**config.mk**
```make
export PLATFORM = sky130hd
export DESIGN_NAME = snake_engine_flat
export DESIGN_NICKNAME = d
export VERILOG_FILES = /design/src/rtl/snake_pkg.sv /design/src/rtl/snake_if.sv /design/src/rtl/snake_seg_hit.sv /design/src/rtl/snake_engine.sv /design/src/flat_wrapper.sv
export SDC_FILE = /design/constraint.sdc
export NUM_CORES = 2
export LEC_CHECK = 0
export ABC_AREA = 1
export CORE_MARGIN = 3
export CORE_UTILIZATION = 45
export CTS_CLUSTER_SIZE = 30
export DETAILED_ROUTE_END_ITERATION = 10
export DONT_BUFFER_PORTS = 1
export PLACE_DENSITY = 0.6
export SYNTH_ARGS = -nofsm -noshare
export SYNTH_HDL_FRONTEND = slang
export SYNTH_SLANG_ARGS = --single-unit
```
**constraint.sdc**
```tcl
create_clock -name clk -period 6.3 [get_ports clk]
set_clock_uncertainty 0.05 [all_clocks]
set_input_delay 0.63 -clock clk [delete_from_list [all_inputs] [get_ports clk]]
set_output_delay 0.63 -clock clk [all_outputs]
set_load 0.005 [all_outputs]
```
**src/rtl/snake_pkg.sv**
```systemverilog
// Shared encodings for the snake engine: directions, game-state codes, FSM states.
package snake_pkg;

  typedef enum logic [2:0] {
    DIR_IDLE  = 3'd0,
    DIR_UP    = 3'd1,
    DIR_DOWN  = 3'd2,
    DIR_LEFT  = 3'd3,
    DIR_RIGHT = 3'd4
  } dir_t;

  localparam logic [1:0] GS_PLAY      = 2'b01;
  localparam logic [1:0] GS_GAME_OVER = 2'b11;

  typedef enum logic [1:0] {
    ST_WAIT  = 2'd0,
    ST_MOVE  = 2'd1,
    ST_CHECK = 2'd2
  } state_t;

  // Direction that would fold the head straight back onto the neck.
  function automatic dir_t opposite(input dir_t d);
    case (d)
      DIR_UP:    return DIR_DOWN;
      DIR_DOWN:  return DIR_UP;
      DIR_LEFT:  return DIR_RIGHT;
      DIR_RIGHT: return DIR_LEFT;
      default:   return DIR_IDLE;
    endcase
  endfunction

endpackage

```
**src/rtl/snake_if.sv**
```systemverilog
// Bus between game controller / pixel renderer and the snake engine.
interface snake_if #(
  parameter int BIT = 10,
  parameter int LW  = 5
);
  logic           update;
  logic           grow;
  logic [2:0]     direction;
  logic [1:0]     game_state;
  logic [BIT-1:0] x_pos;
  logic [BIT-1:0] y_pos;
  logic           snake_head_active;
  logic           snake_body_active;
  logic [LW-1:0]  length;
  logic [1:0]     collision;
  logic           collision_valid;
  logic [2:0]     rgb;

  modport master (
    output update, grow, direction, game_state, x_pos, y_pos,
    input  snake_head_active, snake_body_active, length, collision, collision_valid, rgb
  );

  modport slave (
    input  update, grow, direction, game_state, x_pos, y_pos,
    output snake_head_active, snake_body_active, length, collision, collision_valid, rgb
  );
endinterface

```
**src/rtl/snake_seg_hit.sv**
```systemverilog
// Combinational "pixel inside this SIZE x SIZE square" test for one segment.
module snake_seg_hit #(
  parameter int SIZE = 5,
  parameter int BIT  = 10
) (
  input  logic [BIT-1:0] x_pos,
  input  logic [BIT-1:0] y_pos,
  input  logic [BIT-1:0] seg_x,
  input  logic [BIT-1:0] seg_y,
  output logic           hit
);
  logic [BIT:0] x_end, y_end;

  // Far edges on one extra bit; a square spilling past the coordinate range is never drawn.
  assign x_end = {1'b0, seg_x} + (BIT+1)'(SIZE);
  assign y_end = {1'b0, seg_y} + (BIT+1)'(SIZE);

  assign hit = !x_end[BIT] && !y_end[BIT] &&
               (x_pos >= seg_x) && ({1'b0, x_pos} < x_end) &&
               (y_pos >= seg_y) && ({1'b0, y_pos} < y_end);
endmodule

```
**src/rtl/snake_engine.sv**
```systemverilog
// Snake head/body engine: move/check FSM, grow, collisions, registered pixel hit flags.
module snake_engine
  import snake_pkg::*;
#(
  parameter int SIZE     = 5,
  parameter int BIT      = 10,
  parameter int MAX_LEN  = 16,
  parameter int INIT_LEN = 4,
  parameter int X_START  = 320,
  parameter int Y_START  = 240,
  parameter int X_MAX    = 640,
  parameter int Y_MAX    = 480
) (
  input logic   clk,
  input logic   reset,
  snake_if.slave bus
);
  localparam int LW = $clog2(MAX_LEN + 1);
  typedef logic [MAX_LEN-1:0][BIT-1:0] seg_arr_t;

  function automatic seg_arr_t seg_x_init();
    seg_arr_t s;
    for (int i = 0; i < MAX_LEN; i++) s[i] = BIT'(X_START - (i + 1) * SIZE);
    return s;
  endfunction

  localparam seg_arr_t       SX0   = seg_x_init();
  localparam seg_arr_t       SY0   = {MAX_LEN{BIT'(Y_START)}};
  localparam logic [BIT-1:0] STEP  = BIT'(SIZE);
  localparam logic [BIT-1:0] X0    = BIT'(X_START);
  localparam logic [BIT-1:0] Y0    = BIT'(Y_START);
  localparam logic [BIT-1:0] X_LIM = BIT'(X_MAX - SIZE);
  localparam logic [BIT-1:0] Y_LIM = BIT'(Y_MAX - SIZE);

  state_t                 state, state_nxt;
  logic [BIT-1:0]         hx, hy, nhx, nhy;
  seg_arr_t               sx, sy;
  logic [LW-1:0]          len;
  dir_t                   cur_dir, req;
  logic                   grow_pend;
  logic [1:0]             coll;
  logic                   coll_vld, head_act, body_act;
  logic                   play, over, go, req_ok, moving;
  logic                   wall, self_hit, body_hit;
  logic [MAX_LEN:0]       hits;
  logic [MAX_LEN:0][BIT-1:0] px_all, py_all;

  assign play   = (bus.game_state == GS_PLAY);
  assign over   = (bus.game_state == GS_GAME_OVER);
  assign go     = (state == ST_WAIT) && bus.update && play && (coll == 2'b00);
  assign req    = dir_t'(bus.direction);
  assign req_ok = (bus.direction <= 3'd4) && (req != opposite(cur_dir));
  assign moving = (state == ST_MOVE) && (cur_dir != DIR_IDLE);

  // Index 0 is the head, index i+1 is body segment i.
  assign px_all = {sx, hx};
  assign py_all = {sy, hy};

  for (genvar g = 0; g <= MAX_LEN; g++) begin : g_hit
    snake_seg_hit #(.SIZE(SIZE), .BIT(BIT)) u_hit (
      .x_pos (bus.x_pos),
      .y_pos (bus.y_pos),
      .seg_x (px_all[g]),
      .seg_y (py_all[g]),
      .hit   (hits[g])
    );
  end

  // FSM state register.
  always_ff @(posedge clk or negedge reset) begin
    if (!reset) state <= ST_WAIT;
    else        state <= state_nxt;
  end

  // FSM next state: WAIT -> MOVE -> CHECK -> WAIT; GAME_OVER forces WAIT.
  always_comb begin
    state_nxt = state;
    case (state)
      ST_WAIT:  if (go) state_nxt = ST_MOVE;
      ST_MOVE:  state_nxt = ST_CHECK;
      ST_CHECK: state_nxt = ST_WAIT;
      default:  state_nxt = ST_WAIT;
    endcase
    if (over) state_nxt = ST_WAIT;
  end

  // Next head position one step along the current direction (wraps mod 2^BIT).
  always_comb begin
    nhx = hx;
    nhy = hy;
    case (cur_dir)
      DIR_UP:    nhy = hy - STEP;
      DIR_DOWN:  nhy = hy + STEP;
      DIR_LEFT:  nhx = hx - STEP;
      DIR_RIGHT: nhx = hx + STEP;
      default:   ;
    endcase
  end

  // Collision terms and body pixel hit, restricted to the active length.
  always_comb begin
    wall     = (hx > X_LIM) || (hy > Y_LIM);
    self_hit = 1'b0;
    body_hit = 1'b0;
    for (int i = 0; i < MAX_LEN; i++) begin
      if (LW'(i) < len) begin
        if (sx[i] == hx && sy[i] == hy) self_hit = 1'b1;
        if (hits[i+1])                  body_hit = 1'b1;
      end
    end
  end

  // Snake state, collision flags and registered pixel flags.
  always_ff @(posedge clk or negedge reset) begin
    if (!reset) begin
      hx        <= X0;
      hy        <= Y0;
      sx        <= SX0;
      sy        <= SY0;
      len       <= LW'(INIT_LEN);
      cur_dir   <= DIR_IDLE;
      grow_pend <= 1'b0;
      coll      <= 2'b00;
      coll_vld  <= 1'b0;
      head_act  <= 1'b0;
      body_act  <= 1'b0;
    end else begin
      head_act <= hits[0];
      body_act <= body_hit;
      if (over) begin
        hx        <= X0;
        hy        <= Y0;
        sx        <= SX0;
        sy        <= SY0;
        len       <= LW'(INIT_LEN);
        cur_dir   <= DIR_IDLE;
        grow_pend <= 1'b0;
        coll      <= 2'b00;
        coll_vld  <= 1'b0;
      end else begin
        coll_vld  <= 1'b0;
        // A grow landing on the consuming move stays pending for the next one.
        grow_pend <= (grow_pend & ~moving) | (bus.grow & play);
        if (go && req_ok) cur_dir <= req;
        if (moving) begin
          hx <= nhx;
          hy <= nhy;
          for (int i = MAX_LEN - 1; i > 0; i--) begin
            sx[i] <= sx[i-1];
            sy[i] <= sy[i-1];
          end
          sx[0] <= hx;
          sy[0] <= hy;
          if (grow_pend && len < LW'(MAX_LEN)) len <= len + LW'(1);
        end
        if (state == ST_CHECK) begin
          coll     <= coll | {self_hit, wall};
          coll_vld <= 1'b1;
        end
      end
    end
  end

  assign bus.snake_head_active = head_act;
  assign bus.snake_body_active = body_act;
  assign bus.length            = len;
  assign bus.collision         = coll;
  assign bus.collision_valid   = coll_vld;
  assign bus.rgb               = 3'b010;

endmodule
```
**src/flat_wrapper.sv**
```systemverilog
// flat-port wrapper written by rule: the top's interface ports become plain ports
module snake_engine_flat import snake_pkg::*;
#(
  parameter int SIZE     = 5,
  parameter int BIT      = 10,
  parameter int MAX_LEN  = 16,
  parameter int INIT_LEN = 4,
  parameter int X_START  = 320,
  parameter int Y_START  = 240,
  parameter int X_MAX    = 640,
  parameter int Y_MAX    = 480
)
  (clk, reset, bus_update, bus_grow, bus_direction, bus_game_state, bus_x_pos, bus_y_pos, bus_snake_head_active, bus_snake_body_active, bus_length, bus_collision, bus_collision_valid, bus_rgb);
  snake_if #(.BIT(BIT)) bus_i ();
  input logic clk;
  input logic reset;
  input wire logic [$bits(bus_i.update)-1:0] bus_update;
  input wire logic [$bits(bus_i.grow)-1:0] bus_grow;
  input wire logic [$bits(bus_i.direction)-1:0] bus_direction;
  input wire logic [$bits(bus_i.game_state)-1:0] bus_game_state;
  input wire logic [$bits(bus_i.x_pos)-1:0] bus_x_pos;
  input wire logic [$bits(bus_i.y_pos)-1:0] bus_y_pos;
  output wire logic [$bits(bus_i.snake_head_active)-1:0] bus_snake_head_active;
  output wire logic [$bits(bus_i.snake_body_active)-1:0] bus_snake_body_active;
  output wire logic [$bits(bus_i.length)-1:0] bus_length;
  output wire logic [$bits(bus_i.collision)-1:0] bus_collision;
  output wire logic [$bits(bus_i.collision_valid)-1:0] bus_collision_valid;
  output wire logic [$bits(bus_i.rgb)-1:0] bus_rgb;
  assign bus_i.update = bus_update;
  assign bus_i.grow = bus_grow;
  assign bus_i.direction = bus_direction;
  assign bus_i.game_state = bus_game_state;
  assign bus_i.x_pos = bus_x_pos;
  assign bus_i.y_pos = bus_y_pos;
  assign bus_snake_head_active = bus_i.snake_head_active;
  assign bus_snake_body_active = bus_i.snake_body_active;
  assign bus_length = bus_i.length;
  assign bus_collision = bus_i.collision;
  assign bus_collision_valid = bus_i.collision_valid;
  assign bus_rgb = bus_i.rgb;
  snake_engine #(.SIZE(SIZE), .BIT(BIT), .MAX_LEN(MAX_LEN), .INIT_LEN(INIT_LEN), .X_START(X_START), .Y_START(Y_START), .X_MAX(X_MAX), .Y_MAX(Y_MAX)) u_core (.clk(clk), .reset(reset), .bus(bus_i));
endmodule
```
==> results.json <==
{
  "outcome": "finished, violations left",
  "violations": "negative hold slack",
  "grt_max_degree": 357,
  "start_util": 0.4567,
  "min_path_type": "in2async",
  "synth_flop_cell": "dfrtp_1",
  "critPathMaxStageDelay_ps": 760,
  "grt_use_total": 0.3400,
  "setup_violations": 0,
  "critPathArrivalTime_ps": 3730,
  "die_h_um": 303.7,
  "gr-total-overflow": 0,
  "ir_drop_mv": 0.2203,
  "postSynthCellCount": 5548,
  "slew_viol_final": 0,
  "worstSetupStartpointType": "register",
  "fin_nets": 6219,
  "place_congestion": 0.9905,
  "critPathMostFrequentCell": "inv_6",
  "synth_edf_count": 0,
  "clk_latency_ps": 620,
  "synth_area_leaders": "ha_1 (23%), dfrtp_1 (13%), nand2_1 (13%), dfstp_2 (9.4%), xor2_1 (7.5%)",
  "max_cap_viol_count": 0,
  "worstPathCellList": "inv_1 -> nand3_4 -> inv_6 -> nor2_8 -> inv_6 -> buf_4 -> o21ai_0",
  "wl_per_cell_um": 24.35,
  "drt_pass1_iterations": 6,
  "cts.clk_slew.worst_paths_ps": 70,
  "die_area_um2": 92210,
  "antenna_found_initial": 0,
  "yosys.area.top_type": "ha_1",
  "ff_latch_area_um2": 9087,
  "min_period_over_period": 0.5300,
  "core_um2": 87290,
  "critPathKind": "reg2reg",
  "cts_buffers": 48,
  "grt_pass1_vias": 37050,
  "cp_slowest_cell": "buf_4",
  "syn_area_um2": 39870,
  "cts_tree": "done",
  "crit_path_end_kind": "register",
  "power_density_nw_per_um2": 266.9,
  "n_fill_cell": 8914,
  "dp_hpwl_mm": 111.4,
  "drive_gt1_frac": 0.05968,
  "io_pins": 42,
  "cp_max_fo": 80,
  "multiInputGateArea_um2": 27860,
  "htreeDepth": 2,
  "max_clock_freq_ghz": 0.2995,
  "synth-seq-cells": 356,
  "yosys_warnings": 0,
  "antenna_cells": 0,
  "async_reset_ff_frac": 1.000,
  "ys_seq_area_frac": 0.2279,
  "relSlewSlack": 0.1108,
  "io_buffers": 0,
  "drc": 0,
  "wl_mm": 162.0,
  "hold_viol": 228,
  "rsz0062_at_grt": "false",
  "tightest_slew_ps": 1334,
  "core.rowCount": 108,
  "grt_pass1_wl_mm": 238.4,
  "drtAntennaViolNets": 0,
  "vias": 39260,
  "cp.required_ps": 6690,
  "drt-vias-per-instance": 5.903,
  "syn_avg_cell_area_um2": 7.187,
  "final_common_cell": "nand2_1",
  "p_leak_uw": 0.02126,
  "clock_sinks": 356,
  "synthToLayoutAreaGrowth_pct": 5.850,
  "die_w_um": 303.7,
  "ys_types": 48,
  "period_needed_ps": 3339,
  "fin_setup_tns_ps": 0,
  "fin_util": 0.4835,
  "clockRootBuffer": "clkbuf_16",
  "initialDrtViolationCount": 4018,
  "synth_top_area_frac": 0.2294,
  "mostFrequentLayoutCells": "nand2_1 (1348), ha_1 (731), nor2_1 (621)",
  "clk_path_buf_depth": 3,
  "holdWs_ps": -335.8
}
## timing repair
action | 4_1_cts | 5_1_grt
gates resized for setup | 0 | 0
hold endpoints to repair | 315 | 257
buffers inserted | 0 | 0
## where the power goes
part           switching, uW  total [uW]  leakage (uW)  internal, uW
logic                   3860        5500        0.0161          1650
clock network           1220        2790      0.000755          1560
registers                442        2970       0.00445          2530
total                   5520       11300        0.0213          5740
## final cells by class
type | count | area share
clock inverters | 19 | 0.003143
multi-input cells | 4479 | 0.6601
flip-flops and latches | 356 | 0.2153
clock buffers | 70 | 0.03282
inverters | 537 | 0.04818
repair buffers | 35 | 0.006226
well taps | 1155 | 0.03424
## kinds of logic after synthesis
family	synth area share
flops	0.2279
xor+xnor	0.07886
compound gates	0.1408
other cells	0.0001884
buf+inv	0.07387
simple gates	0.2480
fa+ha+maj	0.2304
## flip-flops by register name (all words and copies together), names as in the netlist
| register | flops |
|---|---|
| u_core.bus.collision | 2 |
| u_core.bus.length | 5 |
| u_core.bus.snake_body_active | 1 |
| u_core.bus.collision_valid | 1 |
| u_core.state | 2 |
| u_core.hy | 10 |
| u_core.hx | 10 |
| u_core.px_all | 160 |
| u_core.bus.snake_head_active | 1 |
| u_core.grow_pend | 1 |
| u_core.py_all | 160 |
| u_core.cur_dir | 3 |
## through the flow
stage	power (uW)	instances	instance area [um2]	worst slack [ps]	hold slack [ps]
2_1_floorplan	6319	5549	39870	3757	284.4
3_3_place_gp	8283	6562	40690	3121	315.5
3_5_place_dp	8329	6562	40690	3047	311.8
4_1_cts	11120	6651	42200	3019	-349.5
5_1_grt	11860	6651	42200	2778	-348.0
6_report	11260	6651	42200	2961	-335.8
## final timing paths
| kind | to | from | cells past startpoint | slack (ps) |
|---|---|---|---|---|
| worst max-delay path | u_core.py_all[38] | u_core.state[1] | 7 | 2960 |
| worst min-delay path | u_core.hy[8] | reset | 0 | -340 |
| max in group asynchronous | u_core.py_all[38] | reset | 0 | 5450 |
| worst min register to register | u_core.state[1] | u_core.state[1] | 1 | 380 |
| min in group clk | u_core.state[0] | bus_update | 2 | 110 |
| worst max register to register | u_core.py_all[38] | u_core.state[1] | 7 | 2960 |
## cells in the mapped netlist, drive strengths merged (3+ instances only)
cell and count:
a211oi 10, a21o 31, a21oi 353, a22oi 84, buf 119, clkbuf 58
clkinv 3, dfrtp 213, dfstp 143, ha 731, inv 534, nand2 1353
nand3 240, nand3b 21, nand4 93, nor2 626, nor3 77, nor4 6
o2111ai 6, o211ai 33, o21a 26, o21ai 326, o22ai 86, or2 4
xnor2 17, xor2 342
## per-layer routing
layer	up-vias	GRT usage	wire [um]	share of wire
met5	-	0	0	0
met4	0	0.2168	12290	0.076
met3	438	0.05551	14170	0.087
met2	1849	0.5147	68570	0.42
met1	18630	0.4503	66940	0.41
li1	18340	-	-	-
## critical path, delay by kind of cell (launching register included)
kind | cells | cell delay [ps]
DFF | 1 | 370
AOI/OAI and AO/OA | 1 | 180
buffers and inverters | 4 | 2050
and+or+nand+nor | 2 | 460
Note: power is estimated with default switching activity, not from simulation.
